File: src/rtl/pe_pkg.sv
// Shared PE datapath widths, used by the PE array and by the post-processing block.
package pe_pkg;

  localparam int unsigned PE_N            = 16;
  localparam int unsigned PE_SUM_WIDTH    = 2 * PE_N + 4;
  localparam int unsigned PE_BIAS_GROWTH  = 1;
  localparam int unsigned PE_ROUND_GROWTH = 1;

  // Width of a sum after the bias has been added.
  function automatic int unsigned pe_acc_width(input int unsigned sum_w);
    return sum_w + PE_BIAS_GROWTH;
  endfunction

  // Width of a biased sum plus the rounding constant.
  function automatic int unsigned pe_rnd_width(input int unsigned sum_w);
    return sum_w + PE_BIAS_GROWTH + PE_ROUND_GROWTH;
  endfunction

endpackage

File: src/rtl/sync_fifo.sv
// Synchronous FIFO with occupancy count; read data is forced to zero while empty.
module sync_fifo #(
  parameter int unsigned WIDTH = 17,
  parameter int unsigned DEPTH = 4
) (
  input  logic                       clk,
  input  logic                       rst,
  input  logic                       push,
  input  logic [WIDTH-1:0]           wdata,
  input  logic                       pop,
  output logic [WIDTH-1:0]           rdata,
  output logic                       empty,
  output logic [$clog2(DEPTH):0]     count
);

  localparam int unsigned AW = $clog2(DEPTH);
  localparam int unsigned CW = AW + 1;

  logic [WIDTH-1:0] mem_q [DEPTH];
  logic [WIDTH-1:0] mem_d [DEPTH];
  logic [AW-1:0]    wr_q, wr_d, rd_q, rd_d;
  logic [CW-1:0]    cnt_q, cnt_d;
  logic             full, do_push, do_pop;

  always_comb begin
    empty   = (cnt_q == '0);
    full    = (cnt_q == CW'(DEPTH));
    do_pop  = pop && !empty;
    // A pop in the same cycle frees the slot, so push is allowed when full.
    do_push = push && (!full || do_pop);

    mem_d = mem_q;
    wr_d  = wr_q;
    rd_d  = rd_q;
    cnt_d = cnt_q;
    if (do_push) begin
      mem_d[wr_q] = wdata;
      wr_d        = wr_q + AW'(1);
    end
    if (do_pop) begin
      rd_d = rd_q + AW'(1);
    end
    case ({do_push, do_pop})
      2'b10:   cnt_d = cnt_q + CW'(1);
      2'b01:   cnt_d = cnt_q - CW'(1);
      default: cnt_d = cnt_q;
    endcase

    rdata = empty ? '0 : mem_q[rd_q];
    count = cnt_q;
  end

  always_ff @(posedge clk) begin
    if (rst) begin
      wr_q  <= '0;
      rd_q  <= '0;
      cnt_q <= '0;
    end else begin
      wr_q  <= wr_d;
      rd_q  <= rd_d;
      cnt_q <= cnt_d;
    end
  end

  always_ff @(posedge clk) begin
    mem_q <= mem_d;
  end

endmodule

File: src/rtl/pe_post_proc.sv
// PE output post-processing: bias add, ReLU, rounding shift, saturation, 2:1 max-pool,
// frame tagging and a credit-protected output FIFO.
module pe_post_proc
  import pe_pkg::*;
#(
  parameter int unsigned N         = PE_N,
  parameter int unsigned SUM_WIDTH = PE_SUM_WIDTH,
  parameter int unsigned SHIFT     = 8,
  parameter int unsigned DEPTH     = 4,
  parameter int unsigned FRAME_LEN = 93
) (
  input  logic                        clk,
  input  logic                        rst,
  input  logic                        bias_we,
  input  logic signed [N-1:0]         bias_in,
  input  logic                        in_valid,
  output logic                        in_ready,
  input  logic signed [SUM_WIDTH-1:0] sum,
  input  logic signed [SUM_WIDTH-1:0] sum1,
  output logic                        out_valid,
  input  logic                        out_ready,
  output logic signed [N-1:0]         out_data,
  output logic                        out_last
);

  localparam int unsigned AW = pe_acc_width(SUM_WIDTH);
  localparam int unsigned RW = pe_rnd_width(SUM_WIDTH);
  localparam int unsigned CW = $clog2(DEPTH) + 1;
  localparam int unsigned OW = CW + 1;
  localparam int unsigned FW = $clog2(FRAME_LEN + 1);

  localparam logic [RW-1:0] HALF    = RW'(1) << (SHIFT - 1);
  localparam logic [RW-1:0] SAT_MAX = {{(RW-N+1){1'b0}}, {(N-1){1'b1}}};

  logic signed [N-1:0]  bias_q, bias_d;
  logic                 s1_v_q, s1_v_d, s2_v_q, s2_v_d, s3_v_q, s3_v_d;
  logic signed [AW-1:0] s1_a_q, s1_a_d, s1_b_q, s1_b_d;
  logic [RW-1:0]        s2_a_q, s2_a_d, s2_b_q, s2_b_d;
  logic [N-1:0]         s3_q, s3_d, sat_a, sat_b;
  logic [FW-1:0]        frame_q, frame_d;
  logic                 last_push, accept;
  logic [OW-1:0]        occupancy;

  logic [N:0]           fifo_rdata;
  logic                 fifo_empty;
  logic [CW-1:0]        fifo_count;

  function automatic logic [RW-1:0] relu_round(input logic signed [AW-1:0] x);
    logic [RW-1:0] pos;
    pos = x[AW-1] ? '0 : RW'(x);
    return (pos + HALF) >> SHIFT;
  endfunction

  function automatic logic [N-1:0] saturate(input logic [RW-1:0] v);
    return (v > SAT_MAX) ? SAT_MAX[N-1:0] : v[N-1:0];
  endfunction

  always_comb begin
    // Credits cover every beat that will land in the FIFO, so stage 3 never stalls.
    occupancy = OW'(fifo_count) + OW'(s1_v_q) + OW'(s2_v_q) + OW'(s3_v_q);
    in_ready  = rst || (occupancy < OW'(DEPTH));
    accept    = in_valid && in_ready && !rst;

    bias_d = bias_we ? bias_in : bias_q;

    s1_v_d = accept;
    s1_a_d = accept ? AW'(sum)  + AW'(bias_q) : s1_a_q;
    s1_b_d = accept ? AW'(sum1) + AW'(bias_q) : s1_b_q;

    s2_v_d = s1_v_q;
    s2_a_d = relu_round(s1_a_q);
    s2_b_d = relu_round(s1_b_q);

    s3_v_d = s2_v_q;
    sat_a  = saturate(s2_a_q);
    sat_b  = saturate(s2_b_q);
    s3_d   = (sat_a > sat_b) ? sat_a : sat_b;

    last_push = s3_v_q && (frame_q == FW'(FRAME_LEN - 1));
    frame_d   = frame_q;
    if (s3_v_q) begin
      frame_d = last_push ? '0 : frame_q + FW'(1);
    end

    out_valid = !fifo_empty && !rst;
    out_data  = rst ? '0 : fifo_rdata[N-1:0];
    out_last  = !rst && fifo_rdata[N];
  end

  always_ff @(posedge clk) begin
    if (rst) begin
      bias_q  <= '0;
      s1_v_q  <= 1'b0;
      s2_v_q  <= 1'b0;
      s3_v_q  <= 1'b0;
      frame_q <= '0;
    end else begin
      bias_q  <= bias_d;
      s1_v_q  <= s1_v_d;
      s2_v_q  <= s2_v_d;
      s3_v_q  <= s3_v_d;
      frame_q <= frame_d;
    end
  end

  always_ff @(posedge clk) begin
    s1_a_q <= s1_a_d;
    s1_b_q <= s1_b_d;
    s2_a_q <= s2_a_d;
    s2_b_q <= s2_b_d;
    s3_q   <= s3_d;
  end

  sync_fifo #(
    .WIDTH (N + 1),
    .DEPTH (DEPTH)
  ) u_fifo (
    .clk   (clk),
    .rst   (rst),
    .push  (s3_v_q),
    .wdata ({last_push, s3_q}),
    .pop   (out_valid && out_ready),
    .rdata (fifo_rdata),
    .empty (fifo_empty),
    .count (fifo_count)
  );

endmodule

File: config.mk
export PLATFORM = sky130hd
export DESIGN_NAME = pe_post_proc
export DESIGN_NICKNAME = d
export VERILOG_FILES = /design/src/rtl/pe_pkg.sv /design/src/rtl/sync_fifo.sv /design/src/rtl/pe_post_proc.sv
export SDC_FILE = /design/constraint.sdc
export NUM_CORES = 1
export LEC_CHECK = 0
export ABC_CLOCK_PERIOD_IN_PS = 7870
export CAP_MARGIN = 20
export CORE_AREA = 3 3 178 128
export DETAILED_ROUTE_END_ITERATION = 16
export DIE_AREA = 0 0 181 131
export HOLD_SLACK_MARGIN = 0.1
export PLACE_DENSITY_LB_ADDON = 0.2
export SLEW_MARGIN = 40
export SYNTH_ARGS = -nofsm -noshare
export SYNTH_HDL_FRONTEND = slang
export SYNTH_SLANG_ARGS = --single-unit
File: constraint.sdc
create_clock -name clk -period 7.87 [get_ports clk]
set_clock_uncertainty 0.2 [all_clocks]
set_input_delay 1.1805 -clock clk [delete_from_list [all_inputs] [get_ports clk]]
set_output_delay 1.1805 -clock clk [all_outputs]
set_load 0.03 [all_outputs]
## Word level (Yosys, flattened, before mapping)

Index checks and enable logic that the tools add are counted.

| storage, ports and cells | value |
|---|---|
| input bits | 93 |
| word-level logic and storage cells | 73 |
| register bits | 251 |

| operators by class | value |
|---|---|
| $add $sub $neg | 12 |
| magnitude comparators | 7 |
| equal/unequal tests | 4 |
| bitwise gates (word level) | 2 |
| reductions and logical operators | 16 |
| muxes and demuxes | 15 |

Operators by type and width:

| operator | count |
|---|---|
| 36-bit by 16-bit adder with 37-bit output | 2 |
| 36-bit by 8-bit adder with 37-bit output (second input constant) | 2 |
| 36-bit 2-to-1 mux | 2 |
| 68-bit bitwise mux | 1 |
| 17-bit 2-to-1 mux | 4 |
| 16-bit 2-to-1 mux | 4 |
| 30-bit by 15-bit greater-than comparator with 1-bit output (second input constant) | 2 |
| 17-bit binary-select mux with 2-bit select | 1 |
| 17-bit demux with 2-bit select | 1 |
| 16-bit greater-than comparator | 1 |
| 1-bit logical AND | 9 |
| 4-bit by 1-bit adder with 4-bit output | 2 |
| 7-bit by 1-bit adder with 7-bit output (second input constant) | 1 |
| 7-bit equality test (second input constant) | 1 |
| 7-bit 2-to-1 mux | 1 |
| 3-bit greater-or-equal comparator (second input constant) | 2 |
| 2-bit NOT with 3-bit output | 2 |
| 3-bit one-hot mux with 2 select lines | 1 |
| 2-bit by 1-bit adder with 2-bit output (second input constant) | 2 |
| 3-bit by 1-bit adder with 4-bit output | 1 |
| 4-bit by 3-bit less-than comparator with 1-bit output (second input constant) | 1 |
| 3-bit by 1-bit adder with 3-bit output (second input constant) | 1 |
| 3-bit equality test (second input constant) | 1 |
| 1-bit logical NOT | 3 |
| 7 further kinds | 8 |

## Logic depth before layout (Yosys ltp)

Gate-level depths: netlist of the first run.

| logic depth | value |
|---|---|
| word-level depth | 9 |
| mapped depth | 17 |

## Cells and area by module

Synthesis of the first run repeated with hierarchy kept, for this count alone.

| second synthesis, totals | value |
|---|---|
| cell total of the unflattened synthesis | 1196 |
| area, all modules | 12744.7 um^2 |

Modules (own cells, without submodules):

| module | instances | cells each | area each (um^2) |
|---|---|---|---|
| pe_post_proc | 1 | 1038 | 9716.8 |
| sync_fifo | 1 | 158 | 3027.9 |

## Least setup slack after synthesis of the first run

Ideal clock, no wire load.

| timing | value |
|---|---|
| kind | flip-flop to flip-flop |
| from | register u_fifo.cnt_q[0] (netlist: u_fifo.count[0]) |
| to | register s1_a_q[10] (enable) |
| stages on the path, launching flop included | 7 |
| data arrival time | 5.849 ns |
| clock period less this slack | 6.614 ns |
| path buffers | 0 |
| data required time | 7.106 ns |
| slack | 1.256 ns |
| cells stage by stage | dfxtp_1 inv_1 fa_1 inv_1 ha_1 a311o_1 nor3b_1 |

| on the way | value |
|---|---|
| word-level cells in the longest chain between the ends | 7 |

Ends and longest elaborated chain:

| what | line | text |
|---|---|---|
| start, declared | sync_fifo.sv:22 | `logic [CW-1:0] cnt_q, cnt_d;` |
| start signal, assigned | sync_fifo.sv:61 | `cnt_q <= cnt_d;` |
| 3-bit by 1-bit adder with 4-bit output | pe_post_proc.sv:60 | `occupancy = OW'(fifo_count) + OW'(s1_v_q) + OW'(s2_v_q) + OW'(s3_v_q);` |
| 4-bit by 1-bit adder with 4-bit output (2 in series) | pe_post_proc.sv:60 |  |
| 4-bit by 3-bit less-than comparator with 1-bit output | pe_post_proc.sv:61 | `in_ready = rst \|\| (occupancy < OW'(DEPTH));` |
| 1-bit logical OR | pe_post_proc.sv:61 |  |
| 1-bit logical AND (2 in series) | pe_post_proc.sv:62 | `accept = in_valid && in_ready && !rst;` |
| named net accept | pe_post_proc.sv:41 | `logic last_push, accept;` |
| end signal, assigned | pe_post_proc.sv:107 | `s1_a_q <= s1_a_d;` |
| end, declared | pe_post_proc.sv:37 | `logic signed [AW-1:0] s1_a_q, s1_a_d, s1_b_q, s1_b_d;` |

The timed path passes the listed nets, and every way through them passes these cells.
A chain may end at the register's enable or synchronous reset.

## Final worst setup path of the first run

| timing | value |
|---|---|
| from | input port rst |
| to | output port out_data[0] |

| on the way | value |
|---|---|
| word-level cells in the longest chain between the ends | 1 |

Ends and longest elaborated chain:

| what | line | text |
|---|---|---|
| start, declared | pe_post_proc.sv:13 | `input logic rst,` |
| 16-bit 2-to-1 mux | pe_post_proc.sv:86 | `out_data = rst ? '0 : fifo_rdata[N-1:0];` |
| end, declared | pe_post_proc.sv:22 | `output logic signed [N-1:0] out_data,` |

Every way passes these cells.

==> impl_metrics.ini, run 1 <==
[run_status]
status = completed

[clocking]
ctsHtreeMaxLevel = 1
numCtsBuffers = 24
root_buffer = clkbuf_16
cts-resized-gates = 0
cts_max_path_buffers = 3
ctsHoldBuffers = 0
clk_latency_ps = 510
post_cts_buffers = 0
cts_tree = done
clkTransAtPathRegs_ps = 60
clock_sinks = 235

[worst_setup_path]
critPathMaxStageDelay_ps = 680
crit_slowest_cell = clkdlybuf4s50_1
cp_max_fo = 32
critPathArrivalTime_ps = 3280
path_cells = clkdlybuf4s50_1 > buf_4 > nor2_2 > and2_1 > clkdlybuf4s50_1
endpoint_kind = output pin
path_common_cell = clkdlybuf4s50_1
cp_top_family = buffers and inverters
path_class = in -> out
cp_data_required_time_ps = 6490
path_buf_inv = 3
start_kind = input pin

[power]
p_switching_mw = 0.709
power_density_mw_per_mm2 = 201
clkPwrFrac = 0.370
total_power_mw = 2.89
p_sw_frac = 0.246
p_seq_frac = 0.486
combPwrFrac = 0.144
p_int_mw = 2.18
ir_drop_mv = 0.136
leakagePower_nw = 5.65

[routing]
drc_errors = 0
route.detailed.wl_per_inst_um = 15.8
ant_nets = 0
via_per_inst = 5.53
drt-total-wl_um = 24300
drt_first_pass_iters = 5
num_vias = 8497
drt-initial-drc-count = 494

[timing]
worst_slew_pin_slew_ps = 760
hold_viol = 0
relSlewSlack = 0.493
finalCritPeriodShare = 0.592
setup_slack_ps = 3210
slew_viol_final = 0
period_needed_ps = 4660
setup_violations = 0
holdWs_ps = 276
timing.fmax_mhz = 215
setup_tns_ps = 0
grt_setup_unrepaired = false

[final_layout]
syn_to_final_growth_pct = 17.8
mostFrequentLayoutCells = 128 x edfxtp_1, 125 x nor2_1, 110 x clkdlybuf4s50_1, 106 x dfxtp_1, 96 x ha_1
postLayoutCellArea_sq_mm = 0.0143
final_nets = 1428
layout_commonest_cell = edfxtp_1
drive_gt1_frac = 0.0725
antenna_cells = 0

[global_route]
use_met1 = 0.303
grtUsageTotal = 0.200
gr-total-overflow = 0
antenna_found_initial = 0
first_global_vias = 7958
grtUsageMet2 = 0.311
grt_max_degree = 61
use_met3 = 0.0310
grt_pass1_wl_um = 39300
busiest_layer = met2

[synth]
synth_area_sq_mm = 0.0122
syn-instance-count = 1123
synth-async-reset-ratio = 0
synth_area_per_cell_sq_um = 10.8
synth_edf_count = 128
yosysTopAreaCell = edfxtp_1
ys_warn_count = 0
synth.yosys.seq_area_share = 0.492
netlist.area_leader.share = 0.316
synth_top_flop_cell = edfxtp_1
synth.distinct_cells = 59
yosys_register_bits = 235
synth.area.top_cells = edfxtp_1 32%, dfxtp_1 18%, ha_1 9.9%

[place]
port_buffers = 111
placed_cell_area_sq_mm = 0.0136
place_congestion = 0.899
place_hpwl_um = 17900
pre_cts_ws_ps = 2890

[floorplan]
row_count = 45
io_pins = 112
die_x_um = 181
die_h_um = 131
core-area_sq_mm = 0.0213
dieArea_sq_mm = 0.0237
start_util = 0.570

[hold_path]
min_path_type = reg -> reg

[run]
max_cap_violations = 0
-- stage by stage --
stage | cells | util
floorplan | 1124 | -
detailed placement | 1493 | 0.637
finish | 1537 | 0.672
global route | 1537 | 0.672
global placement | 1493 | 0.637
CTS | 1537 | 0.672
-- worst paths after layout --
path,startpoint,end,slack [ps],cells after the start
worst max-delay path,rst,out_data[0],3210,5
worst min-delay path,s3_q[13]$_DFF_P_,u_fifo.mem_q[13]$_DFFE_PP_,280,0
worst min register to register,s3_q[13]$_DFF_P_,u_fifo.mem_q[13]$_DFFE_PP_,280,0
worst max register to register,s2_a_q[27]$_DFF_P_,s3_q[10]$_DFF_P_,3950,15
-- power groups by stage --
stage | clock [mW] | sequential (mW) | combinational, mW
finish | 1.07 | 1.40 | 0.416
global route | 1.14 | 1.41 | 0.462
CTS | 1.09 | 1.40 | 0.414
detailed placement | 0 | 1.43 | 0.409
global placement | 0 | 1.43 | 0.404
floorplan | 0 | 1.42 | 0.284
-- sequential cells by signal, summed over array words and instances, names as in the netlist --
| signal | cells |
|---|---|
| u_fifo.count | 3 |
| s2_a_q | 29 |
| frame_q | 7 |
| s3_q | 16 |
| s2_v_q | 1 |
| s1_a_q | 30 |
| u_fifo.mem_q | 68 |
| s1_v_q | 1 |
| bias_q | 16 |
| s2_b_q | 29 |
| u_fifo.wr_q | 2 |
| s3_v_q | 1 |
| u_fifo.rd_q | 2 |
| s1_b_q | 30 |
-- per-layer routing --
layer	share of wire	wire length [um]
met5	0	0
met4	0.014	346
met3	0.060	1460
met2	0.43	10400
met1	0.50	12100
-- synth_stat cells (all sizes together) (3+ instances only) --
cell / count
inv: 29
nor2b: 26
dfxtp: 107
ha: 96
clkbuf: 30
nand3: 33
o21a: 9
mux4: 17
and4: 4
o31ai: 3
nand2: 48
nor3b: 7
and3: 24
a21o: 35
nor3: 13
nor4: 7
edfxtp: 128
and2: 18
nand4: 25
xnor2: 59
or2: 18
o21bai: 7
nor2: 126
nand2b: 15
o21ai: 37
a221o: 3
a21oi: 78
or3: 12
xor2: 46
mux2i: 18
a31oi: 10
-- worst register-to-register path: cells and delay by family, from the launching register on --
kind	cells	cell delay, ps
flops	1	290
buf+inv	1	320
compound gates	6	1000
simple gates	7	1670
fa+ha+maj	1	310
-- kinds of logic (layout without fill, tap and decap cells) --
kind of cell | Yosys count | count (layout) | share of synthesized area
and+or+nand+nor | 382 | 382 | 0.158
other | 2 | 3 | 0.000617
adders and majority gates | 98 | 98 | 0.102
muxes | 35 | 35 | 0.0463
xor gates and xnor gates | 105 | 105 | 0.0756
DFF | 235 | 235 | 0.492
buffers and inverters | 60 | 191 | 0.0185
AOI/OAI and AO/OA | 206 | 206 | 0.107
-- cell type report --
cell class | instances | area, sq um
well taps | 282 | 353
clock inverters | 14 | 110
inverters | 29 | 109
clock buffers | 30 | 644
repair buffers | 118 | 1160
multi-input cells | 829 | 5980
flip-flops and latches | 235 | 5990
fillers | 1614 | 7000
Power figures use the tool's default switching activity.
==> inputs of run 2 (changes only) <==
--- a/config.mk
+++ b/config.mk
@@ -5,11 +5,11 @@
 export SDC_FILE = /design/constraint.sdc
 export NUM_CORES = 1
 export LEC_CHECK = 0
-export ABC_CLOCK_PERIOD_IN_PS = 7870
+export ABC_CLOCK_PERIOD_IN_PS = 4200
 export CAP_MARGIN = 20
-export CORE_AREA = 3 3 178 128
+export CORE_AREA = 3 3 187 134
 export DETAILED_ROUTE_END_ITERATION = 16
-export DIE_AREA = 0 0 181 131
+export DIE_AREA = 0 0 190 137
 export HOLD_SLACK_MARGIN = 0.1
 export PLACE_DENSITY_LB_ADDON = 0.2
 export SLEW_MARGIN = 40
==> constraint.sdc (replaced) <==
create_clock -name clk -period 4.2 [get_ports clk]
set_clock_uncertainty 0.2 [all_clocks]
set_input_delay 0.63 -clock clk [delete_from_list [all_inputs] [get_ports clk]]
set_output_delay 0.63 -clock clk [all_outputs]
set_load 0.03 [all_outputs]
==> run 2 against run 1 <==
Flip-flop and latch count unchanged; die area up 9.8%; worst hold slack worse by 4.0 ps; clock power up 110%; total power up 96%; core utilization down 5.0 points; via count down 0.55%; critical endpoint is now s3_q[13]$_DFF_P_; largest power group unchanged; highest routed layer is now met5.
==> impl_metrics.ini, run 2 (synthesis results as in run 1) <==
[run_status]
status = completed

[floorplan]
die_h_um = 137
dieArea_sq_mm = 0.0260
die_x_um = 190
core-area_sq_mm = 0.0235
row_count = 47
start_util = 0.519
io_pins = 112

[final_layout]
syn_to_final_growth_pct = 20.0
post-route-util = 0.622
mostFrequentLayoutCells = 128 x edfxtp_1, 126 x nor2_1, 106 x dfxtp_1, 96 x ha_1, 92 x clkdlybuf4s50_1
largest_reg_flops = 68
drive_gt1_frac = 0.102
antenna_cells = 0
regMostFlops = u_fifo.mem_q
largestRegisters = u_fifo.mem_q (68), s1_a_q (30), s1_b_q (30)
final_nets = 1445
layout_commonest_cell = edfxtp_1

[hold_path]
min_path_type = reg -> reg

[worst_setup_path]
critPathLaunch = s2_a_q[27]$_DFF_P_
timing.rr.end = s3_q[13]$_DFF_P_
r2r_slack_ps = 450
path_class = reg -> reg
start_kind = flip-flop
critPathArrivalTime_ps = 3980
endpoint_kind = flip-flop
r2r_cells = 16
crit_end = s3_q[13]$_DFF_P_
cp_data_required_time_ps = 4430
cp_max_fo = 20
reg2reg_from = s2_a_q[27]$_DFF_P_

[timing]
relSlewSlack = 0.495
setup_violations = 0
holdWs_ps = 272
slew_viol_final = 0
finalCritPeriodShare = 0.893
worst_slew_pin_slew_ps = 758
hold_viol = 0
setup_tns_ps = 0
grt_setup_unrepaired = false
period_needed_ps = 3750
timing.fmax_mhz = 267

[global_route]
antenna_found_initial = 1
grt_pass1_wl_um = 40500
first_global_vias = 8275
grt_max_degree = 61
gr-total-overflow = 0
grtUsageTotal = 0.189

[place]
place_hpwl_um = 18400
place_congestion = 0.877
port_buffers = 111

[routing]
drt-total-wl_um = 24200
num_vias = 8450
drc_errors = 0
drt-initial-drc-count = 503
drt_first_pass_iters = 5
via_per_inst = 5.32
route.detailed.wl_per_inst_um = 15.2
ant_nets = 0

[clocking]
cts-resized-gates = 0
root_buffer = clkbuf_16
post_cts_buffers = 0
ctsHoldBuffers = 0
clock_sinks = 235
clkTransAtPathRegs_ps = 60
numCtsBuffers = 23
clk_latency_ps = 510
cts_max_path_buffers = 3
cts_tree = done
ctsHtreeMaxLevel = 1

[power]
p_switching_mw = 1.31
clkPwrFrac = 0.396
p_sw_frac = 0.232
combPwrFrac = 0.138
p_seq_frac = 0.467
ir_drop_mv = 0.291
power_density_mw_per_mm2 = 387
leakagePower_nw = 5.82
p_int_mw = 4.34

[run]
max_cap_violations = 0
==> run 2: changes by cell type in the layout (fill, tap and decap cells not counted), sizes merged <==
cell and change:
clkbuf +1, bufinv +3, clkdlybuf4s50 -18, buf +36, clkinv -4, clkinvlp -2
==> run 2: power groups by stage <==
| stage | clock network, mW | logic, mW | registers, mW |
|---|---|---|---|
| final | 2.23 | 0.779 | 2.63 |
| after global routing | 2.38 | 0.873 | 2.65 |
| after CTS | 2.28 | 0.781 | 2.63 |
| after detailed placement | 0 | 0.776 | 2.68 |
| after global placement | 0 | 0.763 | 2.68 |
| after floorplan | 0 | 0.534 | 2.66 |
==> run 2: per-layer routing <==
| metal | GRT usage | up-vias | wire length [um] |
|---|---|---|---|
| met1 | 0.280 | 3900 | 12100 |
| met2 | 0.302 | 158 | 10700 |
| met5 | 0 | - | 20 |
| met3 | 0.0253 | 31 | 956 |
| li1 | - | 4359 | - |
| met4 | 0.0361 | 2 | 361 |
==> run 2: how the worst min path moves through the flow <==
stage,startpoint,endpoint,slack [ps],depth (start not counted)
after global placement,s3_q[15]$_DFF_P_,u_fifo.mem_q[32]$_DFFE_PP_,260,0
after CTS,s1_v_q$_SDFF_PP0_,s2_v_q$_SDFF_PP0_,280,2
final,s1_v_q$_SDFF_PP0_,s2_v_q$_SDFF_PP0_,270,2
after global routing,s1_v_q$_SDFF_PP0_,s2_v_q$_SDFF_PP0_,300,2
after detailed placement,s2_v_q$_SDFF_PP0_,s3_v_q$_SDFF_PP0_,270,2
after floorplan,s3_q[0]$_DFF_P_,u_fifo.mem_q[0]$_DFFE_PP_,240,0
==> run 2: critical path: stages, from the launching register on <==
cell	delay [ps]
dfxtp_1	300
nor4_1	310
nand4_1	330
buf_4	270
or2_2	290
ha_1	310
nor2b_1	130
o21ai_0	140
nand2b_1	80
a21oi_1	150
nor2_1	50
a211oi_1	230
o221ai_1	190
o31ai_4	220
buf_4	290
nor2_1	50
a21oi_1	130
==> run 2: final cells by class <==
class	count	area (sq um)
fillers	1881	8860
flip-flops and latches	235	5990
multi-input cells	829	5990
repair buffers	136	1260
clock inverters	11	165
clock buffers	31	688
inverters	29	109
well taps	318	398
==> run 2: through the flow <==
stage                     worst slack, ps  cells  area (sq um)  total power, mW
after floorplan                       489   1124         12200             3.19
after global placement              -2.79   1547         13700             3.44
after detailed placement            -46.8   1547         13700             3.46
after CTS                             410   1589         14600             5.70
after global routing                 17.0   1589         14600             5.90
final                                 451   1589         14600             5.65
==> inputs of run 3 (changes only) <==
--- a/config.mk
+++ b/config.mk
@@ -5,7 +5,7 @@
 export SDC_FILE = /design/constraint.sdc
 export NUM_CORES = 1
 export LEC_CHECK = 0
-export ABC_CLOCK_PERIOD_IN_PS = 4200
+export ABC_CLOCK_PERIOD_IN_PS = 3250
 export CAP_MARGIN = 20
 export CORE_AREA = 3 3 187 134
 export DETAILED_ROUTE_END_ITERATION = 16
==> constraint.sdc (replaced) <==
create_clock -name clk -period 3.25 [get_ports clk]
set_clock_uncertainty 0.2 [all_clocks]
set_input_delay 0.4875 -clock clk [delete_from_list [all_inputs] [get_ports clk]]
set_output_delay 0.4875 -clock clk [all_outputs]
set_load 0.03 [all_outputs]
==> run 3 against run 2 <==
The run now ends with setup timing left; final area increased by 7.9%; clock power rose by 16%; register-to-register slack got worse by 500 ps; combinational power grew 68%; non-clock buffer count is 95 higher; count of clock-buffer cells in the layout shrank 3; via count is 6.9% higher; global-route usage up 1.2 points; largest power group unchanged; highest routed layer unchanged.
==> impl_metrics.ini, run 3 (synthesis results as in run 1) <==
[routing]
drt_first_pass_iters = 5
via_per_inst = 5.36
num_vias = 9033
drt-total-wl_um = 26600
drt-initial-drc-count = 544
drc_errors = 0
ant_nets = 0
route.detailed.wl_per_inst_um = 15.8

[floorplan]
die_x_um = 190
dieArea_sq_mm = 0.0260
core-area_sq_mm = 0.0235
die_h_um = 137
row_count = 47
start_util = 0.519
io_pins = 112

[hold_path]
min_path_type = reg -> reg

[place]
place_congestion = 0.872
port_buffers = 111
place_hpwl_um = 19400
placed_cell_area_sq_mm = 0.0145

[final_layout]
largest_reg_flops = 68
postLayoutCellArea_sq_mm = 0.0158
syn_to_final_growth_pct = 29.5
nFillCells = 1767
final_nets = 1540
regArea_sq_mm = 0.00600
regMostFlops = u_fifo.mem_q
antenna_cells = 0
mostFrequentLayoutCells = 128 x buf_4, 128 x edfxtp_1, 115 x nor2_1, 95 x dfxtp_1
drive_gt1_frac = 0.214
largestRegisters = u_fifo.mem_q (68), s1_a_q (30), s1_b_q (30)
multi_input_area_sq_mm = 0.00645

[clocking]
cts_max_path_buffers = 3
root_buffer = clkbuf_16
clk_latency_ps = 520
clkTransAtPathRegs_ps = 60
ctsHtreeMaxLevel = 1
numCtsBuffers = 23
cts_tree = done
clock_sinks = 235

[global_route]
grtUsageTotal = 0.202
first_global_vias = 8779
grt_pass1_wl_um = 42900
antenna_found_initial = 1
grt_max_degree = 61
gr-total-overflow = 0

[run_status]
status = finished with violations
violations = setup timing

[worst_setup_path]
path_class = reg -> reg
cp_data_required_time_ps = 3430
critPathArrivalTime_ps = 3480
cp_max_fo = 10
start_kind = flip-flop
endpoint_kind = flip-flop

[timing]
setup_violations = 7
finalCritPeriodShare = 1.02
hold_viol = 0
slew_viol_final = 0
period_needed_ps = 3300
timing.fmax_mhz = 303
worst_slew_pin_slew_ps = 533
setup_slack_ps = -50.4
grt_setup_unrepaired = true
relSlewSlack = 0.645

[power]
power_density_mw_per_mm2 = 464
total_power_mw = 7.31
ir_drop_mv = 0.421
leakagePower_nw = 6.39

[run]
max_cap_violations = 0
## run 3: changes by cell type in the layout (fill, tap and decap cells not counted), moves of 11 or more
| cell | previous run | this run |
|---|---|---|
| buf_4 | 42 | 128 |
| a21oi_1 | 77 | 64 |
| ha_1 | 96 | 83 |
| a21oi_2 | 1 | 13 |
| ha_4 | 0 | 12 |
| dfxtp_1 | 106 | 95 |
| nor2_1 | 126 | 115 |
## run 3: power breakdown
part	switching [mW]	internal, mW	leakage, nW
combinational	0.635	0.678	4.02
clock	1.11	1.48	0.374
sequential	0.101	3.31	1.99
## run 3: path summary, 6_finish.rpt
check	startpoint	to	slack, ps	depth (start not counted)
worst max register to register	s2_a_q[27]$_DFF_P_	s3_q[7]$_DFF_P_	-50	14
worst min register to register	s1_v_q$_SDFF_PP0_	s2_v_q$_SDFF_PP0_	260	2
worst max-delay path	s2_a_q[27]$_DFF_P_	s3_q[7]$_DFF_P_	-50	14
worst min-delay path	s1_v_q$_SDFF_PP0_	s2_v_q$_SDFF_PP0_	260	2
## run 3: cell type report
cell class	count	share of cell area
clock inverters	14	0.00691
clock buffers	28	0.0403
inverters	29	0.00691
flip-flops and latches	235	0.381
well taps	318	0.0252
repair buffers	231	0.130
multi-input cells	829	0.409
## run 3: per-layer routing
layer / share of wire / vias up / track usage
li1: - / 4539 / -
met1: 0.48 / 4261 / 0.291
met2: 0.46 / 193 / 0.328
met3: 0.041 / 38 / 0.0292
met4: 0.016 / 2 / 0.0390
met5: 0.00041 / - / 0
## run 3: timing repair
action                                  CTS  global route
hold buffers                              0             0
gates resized for setup                  27            67
cloned                                    2             0
pin swaps                                10            37
endpoints found under the setup margin   24            29
buffers inserted                          3             7
## run 3: through the flow
step                      TNS [ps]  worst slack [ps]   util  hold slack [ps]  instances
after floorplan             -16690              -278      -              238       1124
after global placement      -15520              -639  0.620              251       1630
after detailed placement    -18690              -726  0.620              252       1630
after CTS                        0              5.90  0.659              260       1677
after global routing         -2660              -228  0.672              268       1684
final                         -163             -50.4  0.672              256       1684
## run 3: worst max-delay path: stages, from the launching register on
cell and delay (ps):
dfxtp_1 310, nor4_2 280, nand4_1 140, buf_6 160, buf_4 160, or2_2 320
ha_1 240, a21o_1 190, a21o_1 200, a211oi_2 290, o221ai_2 160, o31ai_4 140
buf_12 170, buf_16 120, a21oi_1 80
